## config.mk

```make
export PLATFORM = sky130hd
export DESIGN_NAME = mult_inverse_div48x18
export DESIGN_NICKNAME = d
export VERILOG_FILES = /design/src/rtl/mult_inverse_pkg.sv /design/src/rtl/div_restore_step.sv /design/src/rtl/mult_inverse_div48x18.sv
export SDC_FILE = /design/constraint.sdc
export NUM_CORES = 1
export LEC_CHECK = 0
export ABC_AREA = 1
export ABC_CLOCK_PERIOD_IN_PS = 15000
export CAP_MARGIN = 25
export CORE_MARGIN = 4
export CORE_UTILIZATION = 53
export CTS_CLUSTER_DIAMETER = 120
export CTS_CLUSTER_SIZE = 24
export DETAILED_ROUTE_END_ITERATION = 16
export GPL_TIMING_DRIVEN = 0
export PLACE_DENSITY = 0.74
export SLEW_MARGIN = 25
export SYNTH_ARGS = -nofsm -noshare
export SYNTH_HDL_FRONTEND = slang
export SYNTH_SLANG_ARGS = --single-unit
```

## constraint.sdc

```tcl
create_clock -name clk -period 15 [get_ports clk]
set_input_delay 3.75 -clock clk [delete_from_list [all_inputs] [get_ports clk]]
set_output_delay 3.75 -clock clk [all_outputs]
set_load 0.02 [all_outputs]
```

## src/rtl/mult_inverse_pkg.sv

```systemverilog
// Shared types and constants for the multiply-inverse divider.
// State encoding, datapath widths and saturation limits.
package mult_inverse_pkg;

  typedef enum logic [1:0] {
    IDLE,
    PREP,
    DIV,
    FIX
  } state_t;

  localparam int QW = 18;
  localparam int ZW = 48;
  localparam int NW = 49;

  localparam logic [4:0] NITER = 5'd18;

  // 131071, -131072 and 262143 as 18-bit patterns
  localparam logic [QW-1:0] QMAX_S = 18'h1FFFF;
  localparam logic [QW-1:0] QMIN_S = 18'h20000;
  localparam logic [QW-1:0] QMAX_U = 18'h3FFFF;

endpackage

```

## src/rtl/div_restore_step.sv

```systemverilog
// One combinational restoring-division step.
// pr_i/bit_i/d_i: partial rem, next dividend bit, divisor;
// pr_o/q_o: new partial remainder and quotient bit.
module div_restore_step
  import mult_inverse_pkg::*;
(
  input  logic [QW:0]   pr_i,
  input  logic          bit_i,
  input  logic [QW-1:0] d_i,
  output logic [QW:0]   pr_o,
  output logic          q_o
);

  logic [QW+1:0] t;
  logic [QW:0]   diff;

  assign t    = {pr_i, bit_i};
  // pr_i < d_i holds, so the shifted value always fits in QW+1 bits
  assign diff = t[QW:0] - {1'b0, d_i};
  assign q_o  = (t >= {2'b00, d_i});
  assign pr_o = q_o ? diff : t[QW:0];

endmodule

```

## src/rtl/mult_inverse_div48x18.sv

```systemverilog
// Recovers A = trunc((Z - C) / B) with an 18-step restoring divider.
// start/busy/done handshake; Q, R, ovf, dz held until the next result.
module mult_inverse_div48x18
  import mult_inverse_pkg::*;
#(
  parameter string SIGNED_MODE = "SIGNED",
  parameter string SATURATE    = "ENABLED"
) (
  input  logic          clk,
  input  logic          reset,
  input  logic          start,
  input  logic [ZW-1:0] Z,
  input  logic [ZW-1:0] C,
  input  logic [QW-1:0] B,
  output logic          busy,
  output logic          done,
  output logic [QW-1:0] Q,
  output logic [QW-1:0] R,
  output logic          ovf,
  output logic          dz
);

  localparam bit SGN = (SIGNED_MODE == "SIGNED");
  localparam bit SAT = (SATURATE == "ENABLED");

  state_t        state_q;
  logic [ZW-1:0] z_q, c_q;
  logic [QW-1:0] b_q, absb_q, dq_q;
  logic [QW:0]   pr_q;
  logic [4:0]    cnt_q;
  logic          neg_q, rneg_q, ovfp_q, dzp_q;
  logic          busy_q, done_q, ovf_q, dz_q;
  logic [QW-1:0] q_q, r_q;

  logic [NW-1:0] zx, cx, num, absnum;
  logic [QW-1:0] absb;
  logic          nneg, bneg, pre_ovf;

  always_comb begin
    zx      = SGN ? {z_q[ZW-1], z_q} : {1'b0, z_q};
    cx      = SGN ? {c_q[ZW-1], c_q} : {1'b0, c_q};
    num     = zx - cx;
    nneg    = num[NW-1];
    bneg    = SGN & b_q[QW-1];
    absnum  = nneg ? -num : num;
    absb    = bneg ? -b_q : b_q;
    // quotient magnitude would not fit in QW bits
    pre_ovf = absnum >= {{(NW-2*QW){1'b0}}, absb, {QW{1'b0}}};
  end

  logic [QW:0] step_pr;
  logic        step_q;

  div_restore_step u_step (
    .pr_i  (pr_q),
    .bit_i (dq_q[QW-1]),
    .d_i   (absb_q),
    .pr_o  (step_pr),
    .q_o   (step_q)
  );

  logic [QW-1:0] qs, rs, q_d, r_d;
  logic          rng, ovf_d;

  always_comb begin
    qs = neg_q ? -dq_q : dq_q;
    rs = rneg_q ? -pr_q[QW-1:0] : pr_q[QW-1:0];
    if (SGN) begin
      rng = neg_q ? (dq_q > QMIN_S) : (dq_q > QMAX_S);
    end else begin
      rng = 1'b0;
    end
    ovf_d = ovfp_q | rng;
    q_d   = qs;
    r_d   = rs;
    if (dzp_q) begin
      r_d = '0;
      if (!SGN) q_d = QMAX_U;
      else      q_d = rneg_q ? QMIN_S : QMAX_S;
    end else if (ovf_d && SAT) begin
      r_d = '0;
      if (!SGN) q_d = neg_q ? '0 : QMAX_U;
      else      q_d = neg_q ? QMIN_S : QMAX_S;
    end
  end

  always_ff @(posedge clk or posedge reset) begin
    if (reset) begin
      state_q <= IDLE;
      z_q     <= '0;
      c_q     <= '0;
      b_q     <= '0;
      absb_q  <= '0;
      dq_q    <= '0;
      pr_q    <= '0;
      cnt_q   <= '0;
      neg_q   <= 1'b0;
      rneg_q  <= 1'b0;
      ovfp_q  <= 1'b0;
      dzp_q   <= 1'b0;
      busy_q  <= 1'b0;
      done_q  <= 1'b0;
      ovf_q   <= 1'b0;
      dz_q    <= 1'b0;
      q_q     <= '0;
      r_q     <= '0;
    end else begin
      done_q <= 1'b0;
      unique case (state_q)
        IDLE: begin
          if (start) begin
            z_q     <= Z;
            c_q     <= C;
            b_q     <= B;
            busy_q  <= 1'b1;
            state_q <= PREP;
          end
        end
        PREP: begin
          absb_q  <= absb;
          pr_q    <= {1'b0, absnum[2*QW-1:QW]};
          dq_q    <= absnum[QW-1:0];
          neg_q   <= nneg ^ bneg;
          rneg_q  <= nneg;
          ovfp_q  <= pre_ovf | (!SGN & nneg) | (b_q == '0);
          dzp_q   <= (b_q == '0);
          cnt_q   <= '0;
          state_q <= DIV;
        end
        DIV: begin
          // dq_q shifts dividend bits out and quotient bits in
          pr_q  <= step_pr;
          dq_q  <= {dq_q[QW-2:0], step_q};
          cnt_q <= cnt_q + 5'd1;
          if (cnt_q == NITER - 5'd1) state_q <= FIX;
        end
        FIX: begin
          q_q     <= q_d;
          r_q     <= r_d;
          ovf_q   <= ovf_d;
          dz_q    <= dzp_q;
          done_q  <= 1'b1;
          busy_q  <= 1'b0;
          state_q <= IDLE;
        end
        default: state_q <= IDLE;
      endcase
    end
  end

  assign busy = busy_q;
  assign done = done_q;
  assign Q    = q_q;
  assign R    = r_q;
  assign ovf  = ovf_q;
  assign dz   = dz_q;

endmodule

```

==> run summary, run 1 <==
====================================================================================================
Port-buffer cells                                                                                156
Endpoint arrival time on the critical path                                                   6.43 ns
Library cell contributing the largest single delay on the critical path                 sky130_fd_sc_hd__clkbuf_1
Highest fanout seen on the critical path                                                          10
Count of nets left with antenna violations after detail routing                                    0
Reg2Reg Depth                                                                                     32
Count of final max-slew check failures                                                             0
Distinct cell type count of the synthesized netlist                                               52
Total negative setup slack                                                                      0 ns
Synthesized net count                                                                           2814
RD Place Congestion                                                                            0.982
Worst Hold Slack                                                                            0.479 ns
YS warnings                                                                                        0
Required time at the endpoint of the critical path                                          15.36 ns
Number of global-route vias before repair                                                      16700
Cell mode on critical path                                                              sky130_fd_sc_hd__clkbuf_1
Maximum number of pins on one net before global-route repair                                      79
Residual overflow from global routing                                                              0
Slew HR                                                                                        47.0%
Worst Hold Class                                                                        flip-flop to flip-flop
Setup slack of the most critical reg-to-reg path                                             9.62 ns
Unrepaired setup endpoints after global routing                                                false
HPWL Detailed                                                                               44100 um
Cell depth of the worst min-delay path                                                             1
Iteration-0 DRC Markers                                                                         1046
Post-CTS Setup Repair Bufs                                                                         0
Ant. Diodes                                                                                        0
HP Start                                                                                    cnt_q[4]
Sequential-to-total area share from yosys stat                                                 32.3%
Max Cap Viol                                                                                       0
Core Footprint                                                                            31600 um^2
Worst Path Class, Setup                                                                 input pin to flip-flop
Transition time at the pin with the least slew margin                                       0.795 ns
Starting Density                                                                               53.9%
Detailed-routing iteration count for the pre-antenna-repair pass                                   7
Die X                                                                                         187 um
Final Critical Period                                                                        6.07 ns
Clock root buffer master                                                                sky130_fd_sc_hd__clkbuf_16
Type of element launching the critical path                                                input pin
TritonCTS clock tree                                                                           built
Post-cts repair resize count                                                                       0
Area of the multi-input gates                                                              9760 um^2
Vias after detailed routing                                                                    17100
End of the worst register-to-register path                                                    ovfp_q
Maximum frequency from static timing analysis                                                165 MHz
Buffer levels on the longest clock path                                                            3
Clk Latency, worst-skew pair                                                                 0.51 ns
Hold Path Sink                                                                              cnt_q[4]
Sinks on Clock Net                                                                               220
Maximum clock skew at final layout                                                         0.0260 ns
Final Routed Wirelength                                                                     53000 um
Nets@finish                                                                                     2987
Htree depth                                                                                        1
Area of the die                                                                           35100 um^2
Initial antenna violation count                                                                    0
Status                                                                                  finished, final reports clean
Final-report hold violation count                                                                  0
CP Cell Sequence                                                                        clkdlybuf4s50_1, nand2_1, clkinv_1, clkbuf_1, clkbuf_1, o21ai_0
Post-cts hold buffer count                                                                         0
Routed length per placed instance                                                            16.7 um
Number of top-level design ports                                                                 157
Row Count                                                                                         65
Routed via count divided by cell count                                                          5.39
Mapped Area                                                                               17100 um^2
Number of synthesized register bits                                                              220
Tcrit/Tclk final                                                                               40.5%
Drc violations                                                                                     0
Reg-to-reg critical path startpoint                                                           c_q[0]
Area occupied by registers                                                                 5510 um^2
Die Height                                                                                    187 um
Overall global routing resource usage                                                          29.6%
Mean area per synthesized cell                                                             6.56 um^2
Synthesized instance count                                                                      2601
Largest stage delay on the critical path                                                     0.60 ns
Number of failing setup endpoints in the final timing report                                       0
Critical path capture point type                                                           flip-flop
Share of cells above drive strength 1                                                          3.85%
Wire length of the first global-routing pass                                                85400 um
Clock-pin slew reported for the worst setup and hold paths after clock tree synthesis        0.10 ns
Fill cells                                                                                      3042
Start point of the critical path                                                               start
Number of buffers created by CTS                                                                  13
Synth-to-layout area growth                                                                    14.6%
====================================================================================================
-- cell type report --
class                      count  area share [%]
clock inverter                 3           0.154
buffer                        60            1.32
timing repair buffer         158            8.27
inverter                     408            7.87
multi-input combinational   1913            49.9
clock buffer                  14            1.73
sequential                   220            28.2
tap                          402            2.57
-- routing by layer --
layer	vias up	track usage (%)	part of all wire, %
met5	-	0	0
met4	0	11.6	4.5
met3	119	2.69	4.6
met2	476	53.1	49
met1	7928	36.9	42
li1	8596	-	-
-- critical path: cells and delay by family --
kind / cells / cell delay, ns
simple gates: 1 / 0.32
compound gates: 1 / 0.15
buf+inv: 4 / 2.20
-- how the worst max path moves through the flow --
stage / slack (ns) / cells after the start / endpoint
after floorplan: 5.23 / 1 / Q[0]
after global placement: 2.53 / 2 / z_q[36]
after detailed placement: 8.37 / 6 / b_q[0]
after CTS: 8.90 / 6 / b_q[0]
after global routing: 8.80 / 7 / z_q[42]
final: 8.93 / 6 / b_q[0]
-- flip-flops by register name (all words and copies together), names as in the netlist --
signal,cells
Q,18
R,18
absb_q,18
b_q,18
busy,1
c_q,48
cnt_q,5
done,1
dq_q,18
dz,1
dzp_q,1
neg_q,1
ovf,1
ovfp_q,1
pr_q,19
rneg_q,1
state_q,2
z_q,48
-- placed cells by master (no fill, tap or decap), types with 51 or more instances in the layout --
cell,Yosys,layout
sky130_fd_sc_hd__xor2_1,75,75
sky130_fd_sc_hd__a21oi_1,98,98
sky130_fd_sc_hd__clkbuf_1,51,51
sky130_fd_sc_hd__inv_1,393,392
sky130_fd_sc_hd__dfrtp_1,220,220
sky130_fd_sc_hd__nand3_1,118,118
sky130_fd_sc_hd__ha_1,94,94
sky130_fd_sc_hd__o21ai_0,160,160
sky130_fd_sc_hd__nor2_1,185,185
sky130_fd_sc_hd__nand2_1,923,923
sky130_fd_sc_hd__clkdlybuf4s50_1,0,156
-- kinds of logic (layout without fill, tap and decap cells) --
kind of cell / after synthesis / in the layout / share of synthesized area [%]
AOI/OAI and AO/OA: 361 / 361 / 12.3
xor gates and xnor gates: 86 / 86 / 4.42
adders and majority gates: 96 / 96 / 7.13
buffers and inverters: 468 / 643 / 10.5
DFF: 220 / 220 / 32.3
and+or+nand+nor: 1370 / 1370 / 33.4
-- cells in the mapped netlist, drive strengths merged --
cell type / count / share of area (%)
nand2: 946 / 21
inv: 403 / 8.9
dfrtp: 220 / 32
nor2: 206 / 4.9
o21ai: 171 / 5.1
nand3: 131 / 4.2
a21oi: 99 / 2.9
ha: 94 / 6.9
xor2: 75 / 3.9
clkbuf: 51 / 1.1
nand4: 38 / 1.4
o221ai: 37 / 1.9
nor3: 33 / 0.97
o211ai: 16 / 0.70
a31oi: 13 / 0.51
xnor2: 11 / 0.56
buf: 9 / 0.39
nand3b: 6 / 0.26
a21o: 5 / 0.22
clkinv: 5 / 0.11
or2: 5 / 0.18
o21bai: 4 / 0.18
o31ai: 4 / 0.18
a21boi: 3 / 0.13
nor4: 3 / 0.11
a22o: 2 / 0.10
fa: 2 / 0.23
a221o: 1 / 0.059
a221oi: 1 / 0.051
a22oi: 1 / 0.044
a31o: 1 / 0.051
and2: 1 / 0.037
nor3b: 1 / 0.044
o21a: 1 / 0.044
o22ai: 1 / 0.037
o311ai: 1 / 0.051
-- stage by stage --
step,utilization [%],instances,area (um^2),worst slack (ns)
global route,61.8,3178,19600,8.80
detailed placement,60.6,3161,19200,8.37
CTS,61.8,3178,19600,8.90
finish,61.8,3178,19600,8.93
floorplan,-,2601,17100,5.23
global placement,60.4,3159,19100,2.53
Power of run 1 is not shown: default switching activity piles up to over one toggle a cycle in this logic, so the estimate is an artifact.
==> run 2, diff against run 1 <==
--- a/config.mk
+++ b/config.mk
@@ -6,7 +6,7 @@
 export NUM_CORES = 1
 export LEC_CHECK = 0
 export ABC_AREA = 1
-export ABC_CLOCK_PERIOD_IN_PS = 15000
+export ABC_CLOCK_PERIOD_IN_PS = 6270
 export CAP_MARGIN = 25
 export CORE_MARGIN = 4
 export CORE_UTILIZATION = 53
==> constraint.sdc (replaced) <==
create_clock -name clk -period 6.27 [get_ports clk]
set_input_delay 1.5675 -clock clk [delete_from_list [all_inputs] [get_ports clk]]
set_output_delay 1.5675 -clock clk [all_outputs]
set_load 0.02 [all_outputs]
==> run 2 against run 1 <==
  * Global-route usage is 0.20 points lower
  * Sequential cell count stayed put
  * Clock-buffer cell count is 1 lower
  * Critical path depth is 26 higher
  * Register-to-register slack worse by 8.8 ns
  * First-iteration DRC count is 7.7% lower
  * Die area stayed put
  * Critical endpoint is now ovfp_q
  * Highest routed layer unchanged
==> run summary, run 2 (synthesis results as in run 1) <==
====================================================================================================
Iteration-0 DRC Markers                                                                          965   -7.7%
Total negative setup slack                                                                      0 ns   unchanged
Maximum number of pins on one net before global-route repair                                      33   -58%
Number of top-level design ports                                                                 157   unchanged
Clock root buffer master                                                                sky130_fd_sc_hd__clkbuf_16
Core Footprint                                                                            31600 um^2   unchanged
Count of nets left with antenna violations after detail routing                                    0   unchanged
Post-cts repair resize count                                                                       0   unchanged
Detailed-routing iteration count for the pre-antenna-repair pass                                   6   -1
Most frequent cells in the layout                                                       sky130_fd_sc_hd__nand2_1 (923), sky130_fd_sc_hd__inv_1 (392), sky130_fd_sc_hd__dfrtp_1 (220)
Status                                                                                  finished, final reports clean
Area of the multi-input gates                                                              9760 um^2   unchanged
Endpoint arrival time on the critical path                                                   5.83 ns   -0.60 ns
Htree depth                                                                                        1   unchanged
Max Cap Viol                                                                                       0   unchanged
Fill cells                                                                                      3010   -1.1%
Clk Latency, worst-skew pair                                                                 0.50 ns   about the same
RD Place Congestion                                                                            0.938   -4.5%
Row Count                                                                                         65   unchanged
Wire length of the first global-routing pass                                                84800 um   -0.68%
Area occupied by registers                                                                 5510 um^2   unchanged
Final Critical Period                                                                        5.43 ns
HPWL Detailed                                                                               43700 um   -0.94%
Share of cells above drive strength 1                                                          4.06%   +0.21 points
Highest fanout seen on the critical path                                                          10   unchanged
Overall global routing resource usage                                                          29.4%   -0.20 points
Synth-to-layout area growth                                                                    15.2%
Worst Path Class, Setup                                                                 flip-flop to flip-flop
Post-cts hold buffer count                                                                         0   unchanged
Largest regs                                                                            c_q: 48 flops, z_q: 48 flops, pr_q: 19 flops
Die X                                                                                         187 um   unchanged
Sinks on Clock Net                                                                               220   unchanged
Transition time at the pin with the least slew margin                                       0.752 ns   -0.0430 ns
Number of global-route vias before repair                                                      16700   +0.40%
Cell mode on critical path                                                              sky130_fd_sc_hd__nand2_1
Maximum frequency from static timing analysis                                                184 MHz
Final Routed Wirelength                                                                     52300 um   -1.4%
Clock-pin slew reported for the worst setup and hold paths after clock tree synthesis        0.10 ns   about the same
Drc violations                                                                                     0   unchanged
Port-buffer cells                                                                                156   unchanged
Initial antenna violation count                                                                    0   unchanged
Required time at the endpoint of the critical path                                           6.67 ns   -8.69 ns
Nets@finish                                                                                     2993   +0.20%
Final-report hold violation count                                                                  0   unchanged
Residual overflow from global routing                                                              0   unchanged
Worst Hold Class                                                                        flip-flop to flip-flop
Largest stage delay on the critical path                                                     0.40 ns   -0.20 ns
Slew HR                                                                                        49.9%   +2.9 points
Number of failing setup endpoints in the final timing report                                       0   unchanged
Starting Density                                                                               53.9%   unchanged
Routed via count divided by cell count                                                          5.39   about the same
Unrepaired setup endpoints after global routing                                                false
Library cell contributing the largest single delay on the critical path                 sky130_fd_sc_hd__dfrtp_1
Count of final max-slew check failures                                                             0   unchanged
Number of buffers created by CTS                                                                  13   unchanged
TritonCTS clock tree                                                                           built
Most common cell after layout, fill and taps aside                                      sky130_fd_sc_hd__nand2_1
Tcrit/Tclk final                                                                               86.6%
Area of the die                                                                           35100 um^2   unchanged
Ant. Diodes                                                                                        0   unchanged
Die Height                                                                                    187 um   unchanged
Buffer levels on the longest clock path                                                            3   unchanged
Routed length per placed instance                                                            16.4 um   -1.6%
Post-CTS Setup Repair Bufs                                                                         0   unchanged
Vias after detailed routing                                                                    17200   +0.28%
Critical path capture point type                                                           flip-flop
Type of element launching the critical path                                                flip-flop
Maximum clock skew at final layout                                                         0.0160 ns   -0.00997 ns
====================================================================================================
[run 2: changes by cell type in the layout (fill, tap and decap cells not counted)]
cell,delta
sky130_fd_sc_hd__inv_12,-1
sky130_fd_sc_hd__clkbuf_8,-1
sky130_fd_sc_hd__buf_16,-1
sky130_fd_sc_hd__clkinvlp_4,+2
sky130_fd_sc_hd__inv_8,-1
sky130_fd_sc_hd__clkinv_8,+1
sky130_fd_sc_hd__buf_12,+7
[run 2: worst max-delay path, delay by kind of cell, from the launching register on]
kind                       cells  cell delay (ns)
and+or+nand+nor               18             2.23
adders and majority gates      3             0.96
AOI/OAI and AO/OA              7             0.76
buffers and inverters          3             0.60
DFF                            1             0.40
xor gates and xnor gates       1             0.35
[run 2: cell type report]
class / instances / share of cell area [%]
well taps: 402 / 2.56
repair buffers: 164 / 8.80
inverters: 408 / 7.81
plain buffers: 60 / 1.31
flip-flops and latches: 220 / 28.0
clock buffers: 13 / 1.66
multi-input cells: 1913 / 49.7
clock inverters: 4 / 0.191
[run 2: final timing paths]
| check | startpoint | endpoint | slack, ns | depth (start not counted) |
|---|---|---|---|---|
| min in group asynchronous | reset | absb_q[10] | 1.44 | 2 |
| worst max-delay path | c_q[0] | ovfp_q | 0.84 | 32 |
| worst min-delay path | cnt_q[4] | cnt_q[4] | 0.46 | 1 |
| worst min register to register | cnt_q[4] | cnt_q[4] | 0.46 | 1 |
| worst max register to register | c_q[0] | ovfp_q | 0.84 | 32 |
| max in group asynchronous | reset | c_q[38] | 3.73 | 6 |
[run 2: stage by stage]
stage / util (%) / hold slack (ns) / setup WS [ns] / cells / area (um^2)
detailed placement: 61.0 / 0.451 / 0.974 / 3167 / 19300
CTS: 62.1 / 0.464 / 0.930 / 3184 / 19700
floorplan: - / 0.434 / 1.83 / 2601 / 17100
finish: 62.1 / 0.465 / 0.842 / 3184 / 19700
global placement: 60.4 / 0.449 / 0.160 / 3159 / 19100
global route: 62.1 / 0.516 / 0.418 / 3184 / 19700
[run 2: routing by layer]
| metal | track usage (%) | part of all wire (%) |
|---|---|---|
| met1 | 36.4 | 42 |
| met5 | 0 | 0 |
| met3 | 2.67 | 4.7 |
| met2 | 52.2 | 48 |
| met4 | 13.1 | 5.3 |
Power of run 2 is left out for the same reason.
